## src/rtl/kt8_pkg.sv

```systemverilog
// Shared constants and FSM encoding for the KT8 RAM arbiter.
package kt8_pkg;

   localparam int ADDR_W = 4;
   localparam int DATA_W = 8;

   typedef enum logic [1:0] {
      ST_IDLE   = 2'd0,
      ST_ACCESS = 2'd1,
      ST_ACK    = 2'd2
   } state_t;

endpackage

```

## src/rtl/kt8_rr_arb2.sv

```systemverilog
// Combinational two-way grant. The last-served pointer is held by the parent.
// With KT8_ARB_FIXED_PRIO_EN defined, port 0 always wins and the pointer input is removed.
module kt8_rr_arb2 (
   input  logic req0,
   input  logic req1,
`ifndef KT8_ARB_FIXED_PRIO_EN
   input  logic last_id,
`endif
   output logic gnt_valid,
   output logic gnt_id
);

   // grant selection: a lone request wins, a tie goes to the port not served last
   always_comb begin
      gnt_valid = req0 | req1;
      gnt_id    = 1'b0;
      if (req0 && req1) begin
`ifdef KT8_ARB_FIXED_PRIO_EN
         gnt_id = 1'b0;
`else
         gnt_id = ~last_id;
`endif
      end else if (req1) begin
         gnt_id = 1'b1;
      end else begin
         gnt_id = 1'b0;
      end
   end

endmodule

```

## src/rtl/kt8_ram_arb.sv

```systemverilog
// Two-port req/ack sequencer in front of the KT8 16x8 RAM (IDLE -> ACCESS -> ACK).
// Define KT8_ARB_FIXED_PRIO_EN for fixed port-0 priority instead of round-robin.
module kt8_ram_arb
   import kt8_pkg::*;
#(
   parameter int ADDR_W = kt8_pkg::ADDR_W,
   parameter int DATA_W = kt8_pkg::DATA_W
) (
   input  logic              clk_i,
   input  logic              rst_i,
   input  logic              req0_i,
   input  logic              we0_i,
   input  logic [ADDR_W-1:0] addr0_i,
   input  logic [DATA_W-1:0] wdata0_i,
   output logic              ack0_o,
   output logic [DATA_W-1:0] rdata0_o,
   input  logic              req1_i,
   input  logic              we1_i,
   input  logic [ADDR_W-1:0] addr1_i,
   input  logic [DATA_W-1:0] wdata1_i,
   output logic              ack1_o,
   output logic [DATA_W-1:0] rdata1_o,
   output logic [ADDR_W-1:0] ram_addr_o,
   output logic [DATA_W-1:0] ram_din_o,
   output logic              ram_we_o,
   input  logic [DATA_W-1:0] ram_dout_i,
   output logic              busy_o
);

   state_t            state_r;
   state_t            state_nxt_s;
   logic              gnt_valid_s;
   logic              gnt_id_s;
   logic              id_r;
   logic              we_r;
   logic [ADDR_W-1:0] addr_r;
   logic [DATA_W-1:0] wdata_r;
   logic              ack0_r;
   logic              ack1_r;
   logic [DATA_W-1:0] rdata0_r;
   logic [DATA_W-1:0] rdata1_r;

`ifdef KT8_ARB_FIXED_PRIO_EN
   kt8_rr_arb2 u_arb (
      .req0      (req0_i),
      .req1      (req1_i),
      .gnt_valid (gnt_valid_s),
      .gnt_id    (gnt_id_s)
   );
`else
   logic last_r;

   kt8_rr_arb2 u_arb (
      .req0      (req0_i),
      .req1      (req1_i),
      .last_id   (last_r),
      .gnt_valid (gnt_valid_s),
      .gnt_id    (gnt_id_s)
   );

   // last-served pointer; reset value 1 lets port 0 win the first tie
   always_ff @(posedge clk_i) begin
      if (rst_i) begin
         last_r <= 1'b1;
      end else if (state_r == ST_IDLE && gnt_valid_s) begin
         last_r <= gnt_id_s;
      end else begin
         last_r <= last_r;
      end
   end
`endif

   // next-state logic
   always_comb begin
      state_nxt_s = state_r;
      case (state_r)
         ST_IDLE: begin
            if (gnt_valid_s) begin
               state_nxt_s = ST_ACCESS;
            end else begin
               state_nxt_s = ST_IDLE;
            end
         end
         ST_ACCESS: state_nxt_s = ST_ACK;
         ST_ACK:    state_nxt_s = ST_IDLE;
         default:   state_nxt_s = ST_IDLE;
      endcase
   end

   // state, latched request, acks and per-port read data
   always_ff @(posedge clk_i) begin
      if (rst_i) begin
         state_r  <= ST_IDLE;
         id_r     <= 1'b0;
         we_r     <= 1'b0;
         addr_r   <= {ADDR_W{1'b0}};
         wdata_r  <= {DATA_W{1'b0}};
         ack0_r   <= 1'b0;
         ack1_r   <= 1'b0;
         rdata0_r <= {DATA_W{1'b0}};
         rdata1_r <= {DATA_W{1'b0}};
      end else begin
         state_r <= state_nxt_s;
         ack0_r  <= 1'b0;
         ack1_r  <= 1'b0;
         case (state_r)
            ST_IDLE: begin
               if (gnt_valid_s) begin
                  id_r    <= gnt_id_s;
                  we_r    <= gnt_id_s ? we1_i    : we0_i;
                  addr_r  <= gnt_id_s ? addr1_i  : addr0_i;
                  wdata_r <= gnt_id_s ? wdata1_i : wdata0_i;
               end
            end
            ST_ACCESS: begin
               if (id_r) begin
                  ack1_r <= 1'b1;
               end else begin
                  ack0_r <= 1'b1;
               end
               // a read lands only in the granted port's register; writes leave rdata alone
               if (!we_r && id_r) begin
                  rdata1_r <= ram_dout_i;
               end else if (!we_r) begin
                  rdata0_r <= ram_dout_i;
               end
            end
            default: begin
            end
         endcase
      end
   end

   // reset is folded in combinationally so an access cut short by reset never writes
   assign ram_we_o   = (state_r == ST_ACCESS) & we_r & ~rst_i;
   assign ram_addr_o = addr_r;
   assign ram_din_o  = wdata_r;
   assign ack0_o     = ack0_r;
   assign ack1_o     = ack1_r;
   assign rdata0_o   = rdata0_r;
   assign rdata1_o   = rdata1_r;
   assign busy_o     = (state_r != ST_IDLE);

endmodule

```

## config.mk

```make
export PLATFORM = sky130hd
export DESIGN_NAME = kt8_ram_arb
export DESIGN_NICKNAME = d
export VERILOG_FILES = /design/src/rtl/kt8_pkg.sv /design/src/rtl/kt8_rr_arb2.sv /design/src/rtl/kt8_ram_arb.sv
export SDC_FILE = /design/constraint.sdc
export NUM_CORES = 1
export LEC_CHECK = 0
export CAP_MARGIN = 40
export CORE_AREA = 2 2 57 59
export CTS_CLUSTER_DIAMETER = 200
export CTS_CLUSTER_SIZE = 24
export DETAILED_ROUTE_END_ITERATION = 7
export DIE_AREA = 0 0 59 61
export DONT_BUFFER_PORTS = 1
export PLACE_DENSITY = 0.62
export SYNTH_ARGS = -nofsm -noshare
export SYNTH_HDL_FRONTEND = slang
export SYNTH_SLANG_ARGS = --single-unit
```

## constraint.sdc

```tcl
create_clock -name clk_i -period 2.55 [get_ports clk_i]
set_clock_uncertainty 0.05 [all_clocks]
set_input_delay 0.51 -clock clk_i [delete_from_list [all_inputs] [get_ports clk_i]]
set_output_delay 0.51 -clock clk_i [all_outputs]
set_load 0.1 [all_outputs]
```

==> summary.txt, run 1 <==
Synthesis
  • Syn Nets: 197
  • Largest area contributor in the netlist: dfxtp_1
  • Flops & latches, synth: 35
  • Most frequent cell after synthesis: nand2_1
  • Cell types occupying the most area after synthesis: dfxtp_1 (49%), nand2_1 (11%), a21oi_1 (7.7%)
  • Fraction of post-synthesis cell area in the top cell type by area: 48.7%
  • Avg Cell Area, Syn: 9.05 µm²
  • Post-synth EDFFs: 0
  • Count of cell types in the netlist: 27
  • Post-synthesis instance total: 159
  • Synth Flop Type: dfxtp_1
  • Fraction of the yosys area taken by sequential cells: 48.7%
  • Async set-or-reset flop fraction in the synthesized netlist: 0%
  • Post-synth design cell area: 1440 µm²
  • Number of warnings reported in the yosys synthesis log: 0
  • Post-synth top cells: nand2_1 (44), dfxtp_1 (35), a21oi_1 (22)

Route
  • Per-cell via count in the routed design: 5.52
  • Post-detailed-route count of antenna-violating nets: 0
  • Detailed-route via count: 1214
  • Detailed-router iteration count before antenna repair: 4
  • Post-route DRC violation count: 0
  • DRC violation total after the first TritonRoute iteration: 16
  • Routed length per placed instance: 14.6 µm
  • Total routed wirelength: 3.20 mm

CTS
  • TritonCTS clock tree: done
  • Post-CTS Setup Bufs: 0
  • Root buffer cell: clkbuf_4
  • Number of resized instances in the post-cts repair step: 0
  • Clock latency on the worst-skew pair: 320 ps
  • Buffer depth of the longest clock path: 2
  • H-tree Lvls: 2
  • Post-CTS clock slew at the launch and capture registers of the worst setup and hold paths: 100 ps
  • Count of clock tree sinks: 35
  • Hold bufs inserted after CTS: 0
  • Clock buffer count from CTS: 5

Flow run
  • Reported max-cap violation count: 0

Setup path
  • Worst Setup Start Kind: flip-flop
  • Cell chain of the critical path: nor3b_1 -> and2_2
  • Master of the slowest instance on the critical path: and2_2
  • Worst R2R End: ram_din_o[4]
  • Startpoint-to-endpoint class of the critical path: reg -> out
  • Endpoint required time on the critical path: 1990 ps
  • Largest driver fanout on the critical path: 5
  • Launching point of the worst reg2reg path: state_r[1]
  • Worst R2R Setup Slack: 860 ps
  • Number of cell instances on the worst register-to-register path: 4
  • Data arrival time of the critical path: 1660 ps
  • Longest individual stage delay on the worst path: 550 ps
  • Worst Setup End Kind: output port

Global routing
  • Global-route wire length before repair: 4.99 mm
  • Number of antenna violations at the first check in global routing: 0
  • All-Layer GR Usage: 18.6%
  • Maximum number of pins on one net before global-route repair: 34
  • Vias in the first global route: 1155
  • Total overflow reported by the global router: 0

Final layout
  • Proportion of layout cells with a drive suffix above 1: 25.7%
  • Count of nets after finishing: 224
  • Area of the multi-input gates: 662 µm²
  • Fillers: 289
  • Layout overhead on the synthesized area: 18.8%
  • Storage element area: 701 µm²
  • Diode insertion count for antenna repair: 0

Timing
  • Max Clock Freq: 450 MHz
  • Min cycle time layout: 2220 ps
  • Tightest slew margin relative to the limit: 63.5%
  • Number of max-slew violations in the final report: 0
  • Final-report setup violation count: 0
  • Pin slew with the least headroom to its limit: 547 ps
  • Final hold vios: 0
  • Setup repair after global routing missed its margin: no
  • Period utilization: 87.2%
  • Post-route setup TNS: 0 ps

Floorplanning
  • Width of the die: 59 µm
  • Core ar.: 2950 µm²
  • Starting density of the core: 48.7%
  • Std-Cell Rows: 20
  • I/O pin count: 70
  • Die span in y: 61 µm
  • Die area: 3600 µm²

Hold path
  • Worst-case hold path end point: ram_din_o[0]
  • Class of the worst hold path: in -> reg
  • HP Start: rst_i
  • Cell count of the worst hold path: 1

Pwr
  • Post-layout total power: 0.00139 W
  • VDD IR max: 394 µV
  • Power per cell area: 811 nW/µm²
  • Leak pwr: 0.694 nW

Place
  • HPWL after DPL: 2.32 mm
  • Final GP Congestion: 0.656
  • I/O Buffers: 0

Run status
  • Outcome: completed
## how the worst max path moves through the flow
stage                    start       end  slack, ps  depth (start not counted)
floorplan                rst_i  ram_we_o        580                          3
global placement         rst_i  ram_we_o        660                          2
detailed placement       rst_i  ram_we_o        650                          2
CTS                 state_r[0]  ram_we_o        310                          2
global route        state_r[0]  ram_we_o        190                          2
finish              state_r[0]  ram_we_o        330                          2
## cells in the final DEF, fill, tap and decap left out, types with 2 or more instances in the layout
cell       n
mux2i_1    8
clkbuf_4   5
a311oi_1  12
nor2_1     9
nand2_1   44
nor2b_1    2
clkbuf_8   2
buf_4     31
dfxtp_1   35
a21oi_1   22
## cells by family (layout without fill, tap and decap cells)
| logic type | after synthesis | count (layout) | share of synthesized area, % |
|---|---|---|---|
| AOI/OAI and AO/OA | 39 | 39 | 19.0 |
| buffers and inverters | 12 | 40 | 5.30 |
| DFF | 35 | 35 | 48.7 |
| muxes | 8 | 8 | 5.57 |
| and+or+nand+nor | 65 | 65 | 21.4 |
## final cells by class
cell class / count / area share (%)
sequential: 35 / 41.0
multi-input combinational: 112 / 38.7
timing repair buffer: 31 / 13.6
clock buffer: 8 / 4.03
tap: 33 / 2.42
inverter: 1 / 0.220
## critical path: cells and delay by family, from the launching register on
kind | cells | cell delay, ps
DFF | 1 | 430
and+or+nand+nor | 2 | 910
## where the power goes
part	leakage (nW)	switching [W]	internal, W
sequential	0.287	0.0000221	0.000587
clock	0.0386	0.000173	0.000162
combinational	0.368	0.000348	0.0000943
## metrics by stage
stage	utilization, %	std cells	setup slack (ps)	cell area, µm²	hold WS, ps
CTS	57.9	220	306	1710	165
finish	57.9	220	326	1710	195
floorplan	-	159	582	1440	420
global placement	55.6	212	662	1640	388
detailed placement	55.6	212	653	1640	400
global route	57.9	220	191	1710	152
## registers in the layout, summed over array words and instances, names as in the netlist
name	cells
ram_addr_o	4
state_r	2
last_r	1
ack1_o	1
ram_din_o	8
we_r	1
rdata1_o	8
id_r	1
ack0_o	1
rdata0_o	8
## metal layers
metal | vias to the layer above | part of all wire (%) | global-route usage (%)
li1 | 606 | - | -
met1 | 553 | 39 | 19.3
met2 | 51 | 52 | 34.0
met3 | 4 | 7.7 | 7.25
met4 | 0 | 0.91 | 7.14
met5 | - | 0 | 0
Power figures use the tool's default switching activity.
==> inputs of run 2 (changes only) <==
- PLACE_DENSITY: 0.62 -> default
- PLACE_DENSITY_LB_ADDON: default -> 0.3
==> run 2 against run 1 <==
Effect of this change: non-clock buffer count decreased by 1; flip-flop and latch count is the same; combinational power is 0.9% lower; via count is 0.99% lower; setup slack improved by 8.6 ps; maximum frequency increased by 0.39%; worst hold slack got worse by 14 ps; clock power is 22% lower; cell count fell by 1.4%; critical path type unchanged; critical endpoint unchanged.
==> summary.txt, run 2 (synthesis results as in run 1) <==
Run status
  • Outcome: completed

Setup path
  • Startpoint of the most critical setup path: state_r[0]
  • Worst Setup Start Kind: flip-flop
  • Largest driver fanout on the critical path: 5 (unchanged)
  • Data arrival time of the critical path: 1660 ps (about the same)
  • End of the critical path: ram_we_o
  • Worst R2R End: ram_din_o[6]
  • Startpoint-to-endpoint class of the critical path: reg -> out
  • Endpoint required time on the critical path: 1990 ps (about the same)
  • Number of cell instances on the worst register-to-register path: 4 (unchanged)
  • Launching point of the worst reg2reg path: state_r[1]
  • Worst R2R Setup Slack: 580 ps (-280 ps)
  • Worst Setup End Kind: output port

Timing
  • Post-route setup TNS: 0 ps (unchanged)
  • Number of max-slew violations in the final report: 0 (unchanged)
  • Max Clock Freq: 451 MHz (+0.39%)
  • Final-report setup violation count: 0 (unchanged)
  • Final hold vios: 0 (unchanged)
  • Tightest slew margin relative to the limit: 64.5% (+1.0 points)
  • Setup repair after global routing missed its margin: no
  • Period utilization: 86.9% (-0.34 points)
  • Minimum hold slack: 180 ps (-14.2 ps)
  • Min cycle time layout: 2220 ps (-8.56 ps)
  • Pin slew with the least headroom to its limit: 532 ps (-15.3 ps)

Pwr
  • Power per cell area: 782 nW/µm² (-3.6%)
  • VDD IR max: 374 µV (-5.2%)
  • Leak pwr: 0.674 nW (-2.8%)

Hold path
  • Class of the worst hold path: in -> reg

Final layout
  • Proportion of layout cells with a drive suffix above 1: 24.5% (-1.2 points)
  • Most frequent cells in the layout: nand2_1 (44), dfxtp_1 (35), buf_4 (30)
  • Most frequent standard cell in the layout excluding fill and tap cells: nand2_1
  • Diode insertion count for antenna repair: 0 (unchanged)
  • Layout overhead on the synthesized area: 16.3%
  • Count of nets after finishing: 223 (-0.45%)
  • Design Area, Final: 1670 µm² (-2.0%)

CTS
  • H-tree Lvls: 2 (unchanged)
  • Number of resized instances in the post-cts repair step: 0 (unchanged)
  • Post-CTS Setup Bufs: 0 (unchanged)
  • Clock latency on the worst-skew pair: 330 ps (about the same)
  • Buffer depth of the longest clock path: 2 (unchanged)
  • Root buffer cell: clkbuf_4
  • Count of clock tree sinks: 35 (unchanged)
  • Hold bufs inserted after CTS: 0 (unchanged)
  • TritonCTS clock tree: done
  • Post-CTS clock slew at the launch and capture registers of the worst setup and hold paths: 100 ps (about the same)
  • Clock buffer count from CTS: 5 (unchanged)

Global routing
  • All-Layer GR Usage: 19.3% (+0.65 points)
  • Vias in the first global route: 1211 (+4.8%)
  • Global-route wire length before repair: 5.15 mm (+3.2%)
  • Number of antenna violations at the first check in global routing: 0 (unchanged)
  • Total overflow reported by the global router: 0 (unchanged)
  • Maximum number of pins on one net before global-route repair: 34 (unchanged)

Route
  • Detailed-route via count: 1202 (-0.99%)
  • DRC violation total after the first TritonRoute iteration: 65 (+49)
  • Routed length per placed instance: 14.4 µm (-1.3%)
  • Post-route DRC violation count: 0 (unchanged)
  • Per-cell via count in the routed design: 5.54 (+0.38%)
  • Post-detailed-route count of antenna-violating nets: 0 (unchanged)
  • Total routed wirelength: 3.12 mm (-2.7%)
  • Detailed-router iteration count before antenna repair: 4 (unchanged)

Place
  • I/O Buffers: 0 (unchanged)
  • Placed Area: 1630 µm² (-0.46%)
  • Final GP Congestion: 0.675 (+2.8%)
  • HPWL after DPL: 2.30 mm (-1.1%)

Flow run
  • Reported max-cap violation count: 0 (unchanged)

Floorplanning
  • Width of the die: 59 µm (unchanged)
  • Die area: 3600 µm² (unchanged)
  • Starting density of the core: 48.7% (unchanged)
  • Core ar.: 2950 µm² (unchanged)
  • Die span in y: 61 µm (unchanged)
  • I/O pin count: 70 (unchanged)
  • Std-Cell Rows: 20 (unchanged)
-- run 2: layout make-up --
| class | instances | area [µm²] |
|---|---|---|
| clock buffers | 6 | 41.3 |
| well taps | 33 | 41.3 |
| fillers | 272 | 1280 |
| repair buffers | 30 | 225 |
| multi-input cells | 112 | 662 |
| inverters | 1 | 3.75 |
| flip-flops and latches | 35 | 701 |
-- run 2: how the worst min path moves through the flow --
| stage | slack, ps | from | cells past startpoint | end |
|---|---|---|---|---|
| after CTS | 170 | rst_i | 1 | we_r |
| after detailed placement | 400 | rdata0_o[1] | 2 | rdata0_o[1] |
| after global routing | 160 | rst_i | 1 | ram_din_o[0] |
| final | 180 | rst_i | 1 | we_r |
| after global placement | 390 | rdata0_o[3] | 2 | rdata0_o[3] |
| after floorplan | 420 | id_r | 1 | ack0_o |
-- run 2: per-layer routing --
metal  share of wire (%)  vias up  global-route usage [%]
met3                  11        4                    9.17
met1                  38      541                    19.8
li1                    -      601                       -
met5                   0        -                       0
met4                 1.0        0                    5.84
met2                  50       56                    34.9
-- run 2: worst max-delay path, stage by stage (launching register included) --
cell	delay (ps)
dfxtp_1	430
nor3b_1	350
and2_2	550
-- run 2: stage by stage --
| step | cells | setup WS, ps | total power [W] | utilization (%) |
|---|---|---|---|---|
| final | 217 | 335 | 0.00131 | 56.7 |
| after global routing | 217 | 256 | 0.00137 | 56.7 |
| after CTS | 217 | 307 | 0.00133 | 56.7 |
| after detailed placement | 211 | 562 | 0.00106 | 55.3 |
| after global placement | 211 | 638 | 0.00106 | 55.3 |
| after floorplan | 159 | 582 | 0.00100 | - |
-- run 2: report_power, final --
part	switching (W)	total [W]	internal, W
combinational	0.000346	0.000438	0.0000920
clock	0.000164	0.000262	0.0000980
sequential	0.0000228	0.000610	0.000587
total	0.000533	0.00131	0.000777
